`config.mk`:
```
export PLATFORM = sky130hd
export DESIGN_NAME = adder_pipe_flat
export DESIGN_NICKNAME = d
export VERILOG_FILES = /design/src/rtl/adder_pkg.sv /design/src/rtl/adder_pipe_if.sv /design/src/rtl/adder_seg.sv /design/src/rtl/adder_pipe.sv /design/src/flat_wrapper.sv
export SDC_FILE = /design/constraint.sdc
export NUM_CORES = 1
export LEC_CHECK = 0
export ABC_CLOCK_PERIOD_IN_PS = 2600
export CAP_MARGIN = 20
export CORE_ASPECT_RATIO = 1.25
export CORE_MARGIN = 1
export CORE_UTILIZATION = 45
export CTS_BUF_LIST = sky130_fd_sc_hd__clkbuf_8
export DETAILED_ROUTE_END_ITERATION = 10
export PLACE_DENSITY_LB_ADDON = 0.12
export SLEW_MARGIN = 15
export SYNTH_ARGS = -nofsm -noshare
export SYNTH_HDL_FRONTEND = slang
export SYNTH_HIERARCHICAL = 1
export SYNTH_SLANG_ARGS = --single-unit
```
`constraint.sdc`:
```
create_clock -name clk_i -period 2.6 [get_ports clk_i]
set_input_delay 0.78 -clock clk_i [delete_from_list [all_inputs] [get_ports clk_i]]
set_output_delay 0.78 -clock clk_i [all_outputs]
set_load 0.02 [all_outputs]
```
`src/rtl/adder_pkg.sv`:
```
// Shared types and helpers for the carry-segmented pipelined adder/subtractor.
package adder_pkg;

  typedef enum logic [1:0] {
    ADD  = 2'd0,
    SUB  = 2'd1,
    ADDS = 2'd2,
    SUBS = 2'd3
  } op_e;

  // Per-stage control: beat valid, operation, carry out of the segment just added
  typedef struct packed {
    logic valid;
    op_e  op;
    logic carry;
  } stage_t;

  function automatic logic is_sub(op_e op);
    return (op == SUB) || (op == SUBS);
  endfunction

  function automatic logic is_sat(op_e op);
    return (op == ADDS) || (op == SUBS);
  endfunction

endpackage

```
`src/rtl/adder_pipe_if.sv`:
```
// Stream handshake bundle between an operand producer, adder_pipe and a result consumer.
interface adder_pipe_if
  import adder_pkg::*;
#(
  parameter int WIDTH = 32
) ();

  logic             in_valid_i;
  logic             in_ready_o;
  logic [WIDTH-1:0] a_i;
  logic [WIDTH-1:0] b_i;
  op_e              op_i;
  logic             out_valid_o;
  logic             out_ready_i;
  logic [WIDTH-1:0] sum_o;
  logic             carry_o;
  logic             ovf_o;

  modport master (
    output in_valid_i, a_i, b_i, op_i, out_ready_i,
    input  in_ready_o, out_valid_o, sum_o, carry_o, ovf_o
  );

  modport slave (
    input  in_valid_i, a_i, b_i, op_i, out_ready_i,
    output in_ready_o, out_valid_o, sum_o, carry_o, ovf_o
  );

endinterface

```
`src/rtl/adder_seg.sv`:
```
// One SEG-bit add-with-carry slice; purely combinational.
module adder_seg #(
  parameter int SEG = 8
) (
  input  logic [SEG-1:0] a,
  input  logic [SEG-1:0] b,
  input  logic           ci,
  output logic [SEG-1:0] s,
  output logic           co
);

  logic [SEG:0] total;

  assign total = {1'b0, a} + {1'b0, b} + {{SEG{1'b0}}, ci};
  assign s     = total[SEG-1:0];
  assign co    = total[SEG];

endmodule

```
`src/rtl/adder_pipe.sv`:
```
// Pipelined adder/subtractor: the carry chain is split into STAGES segments, one per
// cycle, with pending operand bits skewed forward and finished bits carried along.
module adder_pipe
  import adder_pkg::*;
#(
  parameter int WIDTH  = 32,
  parameter int STAGES = 4
) (
  input  logic         clk_i,
  input  logic         rst_ni,
  adder_pipe_if.slave  bus
);

  localparam int SEG = WIDTH / STAGES;
  localparam int NB  = (STAGES > 1) ? STAGES - 1 : 1;

  if ((WIDTH % STAGES) != 0 || STAGES < 1 || STAGES > 8) begin : g_param_check
    $error("adder_pipe: WIDTH must be a multiple of STAGES and STAGES must be 1..8");
  end

  stage_t           st_q  [STAGES];
  logic [WIDTH-1:0] acc_q [STAGES];
  logic [WIDTH-1:0] bop_q [NB];
  logic             ovf_q;
  logic             advance;

  // Whole pipeline moves in lockstep, bubbles included, unless the output is blocked
  assign advance         = !st_q[STAGES-1].valid || bus.out_ready_i;
  assign bus.in_ready_o  = advance;
  assign bus.out_valid_o = st_q[STAGES-1].valid;
  assign bus.sum_o       = acc_q[STAGES-1];
  assign bus.carry_o     = st_q[STAGES-1].carry;
  assign bus.ovf_o       = ovf_q;

  for (genvar k = 0; k < STAGES; k++) begin : g_stage
    stage_t           st_in;
    logic [WIDTH-1:0] acc_in;
    logic [WIDTH-1:0] bop_in;
    logic [WIDTH-1:0] acc_nxt;
    logic [SEG-1:0]   seg_sum;
    logic             seg_co;

    if (k == 0) begin : g_head
      assign st_in  = '{valid: bus.in_valid_i, op: bus.op_i, carry: is_sub(bus.op_i)};
      assign acc_in = bus.a_i;
      assign bop_in = is_sub(bus.op_i) ? ~bus.b_i : bus.b_i;
    end else begin : g_body
      assign st_in  = st_q[k-1];
      assign acc_in = acc_q[k-1];
      assign bop_in = bop_q[k-1];
    end

    adder_seg #(.SEG(SEG)) u_seg (
      .a  (acc_in[k*SEG +: SEG]),
      .b  (bop_in[k*SEG +: SEG]),
      .ci (st_in.carry),
      .s  (seg_sum),
      .co (seg_co)
    );

    always_comb begin
      acc_nxt                 = acc_in;
      acc_nxt[k*SEG +: SEG]   = seg_sum;
    end

    if (k == STAGES - 1) begin : g_tail
      logic [WIDTH-1:0] sat_sum;
      logic             carry_rep;
      logic             raw_ovf;

      // Top segment still holds raw A and B' in its MSB, so overflow needs no extra carry tap
      assign raw_ovf   = acc_in[WIDTH-1] ^ bop_in[WIDTH-1] ^ seg_sum[SEG-1] ^ seg_co;
      assign carry_rep = is_sub(st_in.op) ? !seg_co : seg_co;

      always_comb begin
        sat_sum = acc_nxt;
        if (is_sat(st_in.op) && carry_rep) begin
          sat_sum = is_sub(st_in.op) ? '0 : '1;
        end
      end

      always_ff @(posedge clk_i or negedge rst_ni) begin
        if (!rst_ni) begin
          st_q[k]  <= '0;
          acc_q[k] <= '0;
          ovf_q    <= 1'b0;
        end else if (advance) begin
          st_q[k]  <= '{valid: st_in.valid, op: st_in.op, carry: carry_rep};
          acc_q[k] <= sat_sum;
          ovf_q    <= raw_ovf;
        end
      end
    end else begin : g_mid
      always_ff @(posedge clk_i or negedge rst_ni) begin
        if (!rst_ni) begin
          st_q[k]  <= '0;
          acc_q[k] <= '0;
          bop_q[k] <= '0;
        end else if (advance) begin
          st_q[k]  <= '{valid: st_in.valid, op: st_in.op, carry: seg_co};
          acc_q[k] <= acc_nxt;
          bop_q[k] <= bop_in;
        end
      end
    end
  end

  a_stall_stable: assert property (@(posedge clk_i) disable iff (!rst_ni)
    (bus.out_valid_o && !bus.out_ready_i) |=>
      (bus.out_valid_o && $stable(bus.sum_o) && $stable(bus.carry_o) && $stable(bus.ovf_o)))
    else $error("adder_pipe: output changed while stalled");

endmodule

```
`src/flat_wrapper.sv`:
```
// flat-port wrapper written by rule: the top's interface ports become plain ports
module adder_pipe_flat import adder_pkg::*;
#(
  parameter int WIDTH  = 32,
  parameter int STAGES = 4
)
  (clk_i, rst_ni, bus_in_valid_i, bus_a_i, bus_b_i, bus_op_i, bus_out_ready_i, bus_in_ready_o, bus_out_valid_o, bus_sum_o, bus_carry_o, bus_ovf_o);
  adder_pipe_if #(.WIDTH(WIDTH)) bus_i ();
  input  logic clk_i;
  input  logic rst_ni;
  input wire logic [$bits(bus_i.in_valid_i)-1:0] bus_in_valid_i;
  input wire logic [$bits(bus_i.a_i)-1:0] bus_a_i;
  input wire logic [$bits(bus_i.b_i)-1:0] bus_b_i;
  input wire logic [$bits(bus_i.op_i)-1:0] bus_op_i;
  input wire logic [$bits(bus_i.out_ready_i)-1:0] bus_out_ready_i;
  output wire logic [$bits(bus_i.in_ready_o)-1:0] bus_in_ready_o;
  output wire logic [$bits(bus_i.out_valid_o)-1:0] bus_out_valid_o;
  output wire logic [$bits(bus_i.sum_o)-1:0] bus_sum_o;
  output wire logic [$bits(bus_i.carry_o)-1:0] bus_carry_o;
  output wire logic [$bits(bus_i.ovf_o)-1:0] bus_ovf_o;
  assign bus_i.in_valid_i = bus_in_valid_i;
  assign bus_i.a_i = bus_a_i;
  assign bus_i.b_i = bus_b_i;
  assign bus_i.op_i = bus_op_i;
  assign bus_i.out_ready_i = bus_out_ready_i;
  assign bus_in_ready_o = bus_i.in_ready_o;
  assign bus_out_valid_o = bus_i.out_valid_o;
  assign bus_sum_o = bus_i.sum_o;
  assign bus_carry_o = bus_i.carry_o;
  assign bus_ovf_o = bus_i.ovf_o;
  adder_pipe #(.WIDTH(WIDTH), .STAGES(STAGES)) u_core (.clk_i(clk_i), .rst_ni(rst_ni), .bus(bus_i));
endmodule
```
# --- After elaboration in Yosys (flattened, before gate mapping) ---
# Cells that the tools add are included.
# W data, S select, Z words.
word_totals:
  register_bits: 239
  inputBits: 70
  output_inout_bits: 36
  elab_cells: 47
op_classes:
  n_addsub: 8
  eq_ne: 5
  n_mux: 4
  bitwise_logic: 4
  reduce_logical: 7
ops:
  columns: ["cell", "n"]
  rows:
  - ["$mux W32", 3]
  - ["$add A8 B8 Y9", 4]
  - ["$add A9 B1 Y9", 4]
  - ["$not A32 Y32", 1]
  - ["$eq A2 B2 Y1 const B", 3]
  - ["$eq A2 B1 Y1 const B", 2]
  - ["$logic_or A1 B1 Y1", 4]
  - ["$xor A1 B1 Y1", 3]
  - ["$logic_not A1 Y1", 2]
  - ["$logic_and A1 B1 Y1", 1]
  - ["$mux W1", 1]

# --- Depth between registers and ports, before layout ---
# Gate-level depths: netlist of run 1.
logic_depth:
  word_depth: 6
  ltp_mapped: 10
  mapped_depth_nobuf: 9

# --- By module ---
# Netlist of run 1, hierarchy kept.
by_module_without_submodules:
  columns: ["mod", "n_inst", "cells_each", "area_each_um2", "seq_area_each_um2"]
  rows:
  - ["adder_pipe", 1, 516, 7694.9, 4779.6]
  - ["adder_seg at u_core.g_stage[0].u_seg ...", 2, 42, 331.6, 0.0]
  - ["adder_seg at u_core.g_stage[2].u_seg ...", 2, 38, 312.8, 0.0]

# --- Worst setup path before layout of run 1 ---
# No wires, ideal clock.
synth_timing:
  kind: "in2reg"
  start: "input bus_op_i[0]"
  end: "register u_core.st_q, in the netlist u_core/g_stage[1].st_in[0]"
  setup_time_ns: 0.127
  arrival_ns: 2.867
  t_required_ns: 2.473
  setup_slack_ns: -0.394
  cell_stages: 10
  path_buffers: 2
  cell_sequence: "buf_2 buf_2 xor2_1 fa_1 fa_1 a21oi_1 nor2_1 nor2_1 o21ai_0 mux2_1"
synth_between:
  elab_chain_len: 5
  word_cells_on_any_way: 6
  cone_classes: "2 x add/sub; 2 x eq/ne; 1 x mux; 1 x reduce/logical"
synth_lines:
  columns: ["item", "line", "text"]
  rows:
  - ["from (decl)", "flat_wrapper.sv:14", "input wire logic [$bits(bus_i.op_i)-1:0] bus_op_i;"]
  - ["$eq A2 B1 Y1 or $eq A2 B2 Y1 (tied branches)", "adder_pkg.sv:19", "return (op == SUB) || (op == SUBS);"]
  - ["$logic_or A1 B1 Y1 *", "adder_pkg.sv:19", null]
  - ["$mux W32 *", "adder_pipe.sv:46", "assign bop_in = is_sub(bus.op_i) ? ~bus.b_i : bus.b_i;"]
  - ["via u_core.g_stage[0].bop_in[0]", "adder_pipe.sv:38", "logic [WIDTH-1:0] bop_in;"]
  - ["$add A8 B8 Y9 *", "adder_seg.sv:14", "assign total = {1'b0, a} + {1'b0, b} + {{SEG{1'b0}}, ci};"]
  - ["$add A9 B1 Y9 *", "adder_seg.sv:14", null]
  - ["via u_core.g_stage[0].seg_co", "adder_pipe.sv:41", "logic seg_co;"]
  - ["to (signal, indexed assignment)", "adder_pipe.sv:100", "st_q[k] <= '{valid: st_in.valid, op: st_in.op, carry: seg_co};"]
  - ["to (decl)", "adder_pipe.sv:21", "stage_t st_q [STAGES];"]
# The timed path passes the listed nets; every way through them passes the cells marked *.
# A chain may end at the register's enable or synchronous reset.

# --- Final worst setup path of run 1 ---
layout_timing:
  start: "register u_core.acc_q, in the netlist u_core/g_stage[3].acc_in[24]"
  end: "register u_core.acc_q, in the netlist u_core/bus.sum_o[10]"
layout_between:
  elab_chain_len: 6
layout_lines:
  columns: ["item", "line", "text"]
  rows:
  - ["from (decl)", "adder_pipe.sv:22", "logic [WIDTH-1:0] acc_q [STAGES];"]
  - ["from (signal, indexed assignment)", "adder_pipe.sv:101", "acc_q[k] <= acc_nxt;"]
  - ["$add A8 B8 Y9 *", "adder_seg.sv:14", null]
  - ["$add A9 B1 Y9 *", "adder_seg.sv:14", null]
  - ["via u_core.g_stage[3].seg_co", "adder_pipe.sv:41", null]
  - ["$logic_not A1 Y1", "adder_pipe.sv:73", "assign carry_rep = is_sub(st_in.op) ? !seg_co : seg_co;"]
  - ["$mux W1 *", "adder_pipe.sv:73", null]
  - ["$logic_and A1 B1 Y1 *", "adder_pipe.sv:77", "if (is_sat(st_in.op) && carry_rep) begin"]
  - ["$mux W32 *", "adder_pipe.sv:77", null]
# Marked as above.

==> impl_results.md, run 1 <==
- Ys async rst share: 1.00
- Port Buffers: 105
- Clock transition at path regs: 0.11 ns
- Outcome: complete, no violations
- End of the worst register-to-register path: u_core/bus.sum_o[10]
- Avg WL per Cell: 16.2 microns
- Initial Util: 0.461
- Slew HR: 0.617
- Initial antenna violation count: 0
- Register area: 0.00478 sq mm
- Skew-Pair Late Insertion Delay: 0.46 ns
- Setup crit end kind: flip-flop
- Lkg Pwr: 4.63 nW
- FMAX: 388 MHz
- Main synth FF type: dfrtp_1
- Global-route wire length before repair: 30200 microns
- Largest net degree at the start of global routing: 76
- R2r setup slk: 0.02 ns
- First-pass DRT Iterations: 4
- Power Density: 1360 mW/mm^2
- Crit path kind: flip-flop to flip-flop
- Gr usage total: 0.187
- Sequential fraction of the synthesis area: 0.532
- Worst R2R Start: u_core/g_stage[3].acc_in[24]
- # rows: 57
- Synth Register Bits: 191
- Simple-Gate Fraction of Synth Area: 0.0373
- Non-filler cells, final: 1085
- GRT overflow: 0
- Antenna Nets Post-Route: 0
- Clk buf depth: 2
- Layout net count: 913
- # hold bufs at CTS: 0
- Vias/cell: 5.14
- Min-Delay Path Class: input port to async pin
- Clock share of power: 0.133
- VDD IR max: 0.651 mV
- Detailed Route Iter0 Violations: 268
- Arr. time, crit path: 2.99 ns
- DR vias: 5575
- # setup viols final: 0
- Mapped cell area: 0.00898 sq mm
- CTS tree: done
- Post-Synth XOR/XNOR Area: 0.0535
- Flop pwr share: 0.341
- Synthesis-to-layout area growth: 23.2%
- Period minus WS final: 2.58 ns
- Antenna cells: 0
- Maxcap violations: 0
- Net Sw Frac: 0.377
- # IOs: 106
- CP required: 3.01 ns
- Clk sinks: 191
- H-tree Lvls: 4
- Syn_area_per_cell: 13.3 sq um
- Post-synthesis mux area share: 0.169
- Area of the core: 0.0195 sq mm
- Max Transition Viols Final: 0
- Period utilisation layout: 0.990
- Setup Skew: 0.0181 ns
- Layout cell share with drive strength beyond 1: 0.149
- EDFF count, synth: 0
- Total power: 0.0151 W
- Compound-Gate Fraction of Synth Area: 0.111
- Comb pwr share: 0.526
- Hold Fails Final Rpt: 0
- Vias in the first global route: 6087
- Synth Instances: 676
- Horiz. Die Dim: 128 microns
- Unrepaired setup endpoints after global routing: yes
- Startpoint Class: flip-flop
- Fillers: 1620
- Syn Nets: 782
- Tightest Pin Transition: 0.575 ns
- Die area: 0.0205 sq mm
- Internal power: 0.00940 W
- Psw: 0.00569 W
- Drt total wl: 17600 microns
- Root Buffer: clkbuf_8
- Num CTS Buffers: 17
- Ys Warns: 6
- Largest family of logic cells by synthesized area: multiplexers
- Multi-input logic area: 0.00397 sq mm
- Die H: 160 microns
- Worst-case reg-to-reg path depth: 11
- DRC errors left: 0
- Synth cell types: 42
- DPL Wire Length: 11900 microns
- Critical path fanouts, max: 5
- Post-Synth Adder-Cell Area: 0.0568
- GP Congestion: 0.810
- Post-Place Cells: 1043
==> timing repair <==
| item | in CTS | in global routing |
|---|---|---|
| cloned | 1 | 2 |
| endpoints found under the hold margin | 0 | 0 |
| pin swaps | 8 | 19 |
| setup buffers | 4 | 4 |
| gates resized for setup | 15 | 11 |
| setup endpoints to repair | 36 | 36 |
==> power by group through the flow <==
| stage | Combinational (W) | Clock, W | Sequential, W |
|---|---|---|---|
| after floorplan | 0.00485 | 0 | 0.00527 |
| after global placement | 0.00676 | 0 | 0.00517 |
| after detailed placement | 0.00696 | 0 | 0.00523 |
| after CTS | 0.00769 | 0.00209 | 0.00517 |
| after global routing | 0.00872 | 0.00222 | 0.00535 |
| final | 0.00794 | 0.00201 | 0.00515 |
==> state kept, by name, indices dropped and copies added (netlist names) <==
register and flops:
u_core/bus.sum_o 32, u_core/bus.carry_o 1, u_core/bus.ovf_o 1, u_core/bus.out_valid_o 1
u_core/g_stage.bop_in 48, u_core/g_stage.st_in 12, u_core/g_stage.acc_in 96
==> cells in the mapped netlist, types with 4 or more instances <==
cell / n / share of area
o21ai_0: 6 / 0.0033
o21bai_1: 4 / 0.0033
buf_2: 7 / 0.0039
nor2b_1: 6 / 0.0042
inv_1: 6 / 0.0025
nor2_1: 31 / 0.013
fa_1: 8 / 0.018
nor4_1: 4 / 0.0028
xor2_1: 14 / 0.014
a21o_1: 6 / 0.0050
a311o_1: 4 / 0.0045
a21boi_1: 29 / 0.024
xnor2_1: 39 / 0.038
mux2_1: 122 / 0.15
dfrtp_1: 191 / 0.53
mux2_2: 11 / 0.014
nor3_1: 8 / 0.0045
o22a_1: 32 / 0.031
nand2_1: 13 / 0.0054
nand3_1: 6 / 0.0033
clkbuf_1: 6 / 0.0025
buf_4: 4 / 0.0033
a21oi_1: 43 / 0.024
buf_6: 18 / 0.023
ha_1: 28 / 0.039
==> layout by cell type (no fill, tap or decap), types with 13 or more instances in the layout <==
cell type | synthesis | routed
buf_4 | 4 | 34
xnor2_1 | 39 | 39
clkbuf_8 | 0 | 18
ha_1 | 28 | 28
nand2_1 | 13 | 13
o22a_1 | 32 | 32
clkdlybuf4s50_1 | 0 | 101
a21boi_1 | 29 | 22
dfrtp_1 | 191 | 191
nor2_1 | 31 | 30
xor2_1 | 14 | 13
a21oi_1 | 43 | 41
mux2_1 | 122 | 119
==> per-stage QoR <==
step                cell area [sq um]  hold WS, ns  setup slack (ns)  setup TNS [ns]  utilization
detailed placement              10400        0.459            -0.553           -7.08        0.536
floorplan                        9030        0.427            -0.186          -0.514            -
global placement                10400        0.448            -0.497           -5.57        0.536
finish                          11100        0.262            0.0249               0        0.569
global route                    11100        0.244           -0.0810           -1.61        0.569
CTS                             11000        0.244          0.000886               0        0.564
==> area by class of cell <==
cell class              instances  area share
well taps                     265      0.0300
clock inverters                15      0.0173
inverters                       8     0.00271
flip-flops and latches        191       0.432
clock buffers                  17      0.0211
repair buffers                150       0.139
multi-input cells             439       0.359
==> how the worst max path moves through the flow <==
stage / start / to / slack, ns / cells after the start
final: u_core/g_stage[3].acc_in[24] / u_core/bus.sum_o[10] / 0.02 / 11
after global routing: u_core/g_stage[3].acc_in[24] / u_core/bus.sum_o[23] / -0.08 / 11
after CTS: u_core/g_stage[3].st_in[0] / u_core/bus.sum_o[10] / 0.0009 / 11
after detailed placement: bus_b_i[0] / u_core/g_stage[1].acc_in[6] / -0.55 / 9
after global placement: bus_b_i[0] / u_core/g_stage[1].acc_in[6] / -0.50 / 9
after floorplan: bus_op_i[0] / u_core/g_stage[1].acc_in[6] / -0.19 / 10
==> worst max-delay path, cell delays in order, from the launching register on <==
cell and delay (ns):
dfrtp_1 0.42, fa_2 0.41, fa_2 0.36, a21oi_2 0.16
nor2b_2 0.07, a31oi_4 0.18, o21ai_4 0.12, xor2_4 0.18
buf_12 0.16, clkbuf_16 0.16, a21boi_1 0.17, o22a_1 0.14
==> metal layers <==
layer / GRT usage / wire [microns] / vias up / share of wire
met5: 0 / 0 / - / 0
met4: 0.0433 / 108 / 0 / 0.0061
met3: 0.0436 / 632 / 6 / 0.036
met2: 0.312 / 8890 / 86 / 0.51
met1: 0.247 / 7940 / 2810 / 0.45
li1: - / - / 2673 / -
==> logic make-up after synthesis <==
kind of cell    Yosys count
compound gates          141
simple gates             73
fa+ha+maj                36
flops                   191
xor+xnor                 54
buf+inv                  46
mux                     135
Power figures use the tool's default switching activity.
==> run 2, diff against run 1 <==
--- a/config.mk
+++ b/config.mk
@@ -7,7 +7,7 @@
 export LEC_CHECK = 0
 export ABC_CLOCK_PERIOD_IN_PS = 2600
 export CAP_MARGIN = 20
-export CORE_ASPECT_RATIO = 1.25
+export CORE_ASPECT_RATIO = 1.1
 export CORE_MARGIN = 1
 export CORE_UTILIZATION = 45
 export CTS_BUF_LIST = sky130_fd_sc_hd__clkbuf_8
==> run 2 against run 1 <==
The flow now finishes with violations (negative setup slack). Sequential power hardly changed. First-iteration DRC count is 7.1% lower. Cell count is 2.2% lower. Largest power group unchanged.
==> impl_results.md, run 2 (synthesis gave the netlist of run 1 again) <==
- Outcome: finished, violations left
- Failing checks: negative setup slack
- Critical path destination: u_core/bus.sum_o[7]
- Area of the core: 0.0194 sq mm
- Fin worst setup slack: -0.0245 ns
- Max reg flops: 96
- Power Density: 1370 mW/mm^2
- Horiz. Die Dim: 137 microns
- H-tree Lvls: 4
- Worst path max stage delay: 0.42 ns
- Setup crit end kind: flip-flop
- Commonest non-fill, non-tap cell in the layout: dfrtp_1
- DRC errors left: 0
- Tightest Pin Transition: 0.664 ns
- Worst R2R Start: u_core/g_stage[3].acc_in[24]
- CP most frequent cell: fa_2
- Slowest-stage cell, CP: fa_2
- Antenna cells: 0
- Flop pwr share: 0.341
- Lkg Pwr: 4.57 nW
- Vias in the first global route: 5872
- Skew-Pair Late Insertion Delay: 0.47 ns
- Num CTS Buffers: 17
- Clock share of power: 0.119
- Total power: 0.0151 W
- Psw: 0.00570 W
- Final instance area: 0.0110 sq mm
- Layout cell share with drive strength beyond 1: 0.149
- Clk buf depth: 2
- Avg WL per Cell: 16.3 microns
- Global-route wire length before repair: 28400 microns
- Gr usage total: 0.179
- Initial Util: 0.464
- First-pass DRT Iterations: 4
- DPL Wire Length: 11600 microns
- # hold bufs at CTS: 0
- End of the worst register-to-register path: u_core/bus.sum_o[7]
- Die area: 0.0205 sq mm
- # IOs: 106
- GRT overflow: 0
- Arr. time, crit path: 2.98 ns
- Critical path depth in cells: 11
- Fillers: 1627
- CP bufs+invs: 2
- Initial antenna violation count: 0
- VDD IR max: 0.599 mV
- Comb pwr share: 0.539
- Antenna Nets Post-Route: 0
- DR vias: 5556
- Detailed Route Iter0 Violations: 249
- CP required: 2.96 ns
- Largest net degree at the start of global routing: 104
- Clock transition at path regs: 0.10 ns
- Synthesis-to-layout area growth: 22.3%
- # rows: 53
- Port Buffers: 105
- Vias/cell: 5.24
- Net Sw Frac: 0.378
- Clk sinks: 191
- Layout net count: 907
- Setup WS pre-CTS: -0.525 ns
- Max Transition Viols Final: 0
- Root Buffer: clkbuf_8
- Hold Fails Final Rpt: 0
- # setup viols final: 5
- Period minus WS final: 2.62 ns
- Setup Skew: 0.0131 ns
- Crit-path leading delay family: adder cells
- FMAX: 381 MHz
- Min-Delay Path Class: input port to async pin
- Worst-case reg-to-reg path depth: 11
- Crit path kind: flip-flop to flip-flop
- R2r setup slk: -0.02 ns
- Period utilisation layout: 1.01
- Die H: 150 microns
- Placed cell area: 0.0104 sq mm
- Slew HR: 0.557
- Unrepaired setup endpoints after global routing: yes
- CTS tree: done
- GP Congestion: 0.806
- Maxcap violations: 0
- Most frequent cells in the layout: dfrtp_1, mux2_1, clkdlybuf4s50_1
- Setup TNS: -0.0465 ns
- Hold Slack: 0.202 ns
- Setup crit start: u_core/g_stage[3].acc_in[24]
- Drt total wl: 17300 microns
- Critical path, cell by cell: fa_2, fa_2, a21oi_2, nor2b_2, a31oi_4, o21ai_4, xor2_4, buf_12, clkbuf_16, a21boi_1, o22a_1
- Internal power: 0.00937 W
- Startpoint Class: flip-flop
- Critical path fanouts, max: 11
## run 2: worst min-delay path by stage
stage	start	end	slack (ns)	depth (start not counted)
floorplan	u_core/g_stage[3].st_in[3]	u_core/bus.out_valid_o	0.43	1
global placement	u_core/g_stage[3].st_in[3]	u_core/bus.out_valid_o	0.45	1
detailed placement	u_core/g_stage[3].st_in[3]	u_core/bus.out_valid_o	0.46	1
CTS	rst_ni	u_core/g_stage[1].acc_in[22]	0.18	1
global route	rst_ni	u_core/g_stage[1].acc_in[22]	0.18	1
finish	rst_ni	u_core/g_stage[1].acc_in[22]	0.20	1
## run 2: layout make-up
| type | instances | area [sq um] | area share |
|---|---|---|---|
| clock buffers | 17 | 234 | 0.0213 |
| flip-flops and latches | 191 | 4780 | 0.435 |
| clock inverters | 15 | 125 | 0.0114 |
| multi-input cells | 439 | 4010 | 0.365 |
| repair buffers | 144 | 1500 | 0.136 |
| inverters | 8 | 30.0 | 0.00273 |
| well taps | 247 | 309 | 0.0281 |
## run 2: power by group through the flow
stage          combinational [W]  clock, W  sequential, W
2_1_floorplan            0.00485         0        0.00527
5_1_grt                  0.00888   0.00201        0.00534
3_5_place_dp             0.00705         0        0.00522
3_3_place_gp             0.00686         0        0.00514
4_1_cts                  0.00732   0.00188        0.00516
6_report                 0.00813   0.00180        0.00514
## run 2: worst reg2reg max path, cell delays in order (launching register included)
cell and delay [ns]:
dfrtp_1 0.41, fa_2 0.42, fa_2 0.36, a21oi_2 0.16, nor2b_2 0.07, a31oi_4 0.19, o21ai_4 0.10, xor2_4 0.22
buf_12 0.16, clkbuf_16 0.17, a21boi_1 0.08, o22a_1 0.17
## run 2: metrics by stage
stage,instances,util
6_report,1061,0.567
3_5_place_dp,1022,0.536
3_3_place_gp,1022,0.536
2_1_floorplan,676,-
5_1_grt,1061,0.567
4_1_cts,1055,0.558
## run 2: timing repair
action	CTS	global route
gates cloned	0	4
pin swaps	4	9
setup endpoints to repair	36	38
setup buffers	1	2
hold endpoints to repair	0	0
resized for setup	9	20
## run 2: routing by layer
| metal | GRT usage | wire length [microns] | vias to the layer above |
|---|---|---|---|
| met4 | 0.0667 | 270 | 0 |
| met2 | 0.294 | 8440 | 98 |
| met1 | 0.233 | 7990 | 2773 |
| li1 | - | - | 2667 |
| met5 | 0 | 0 | - |
| met3 | 0.0384 | 587 | 18 |
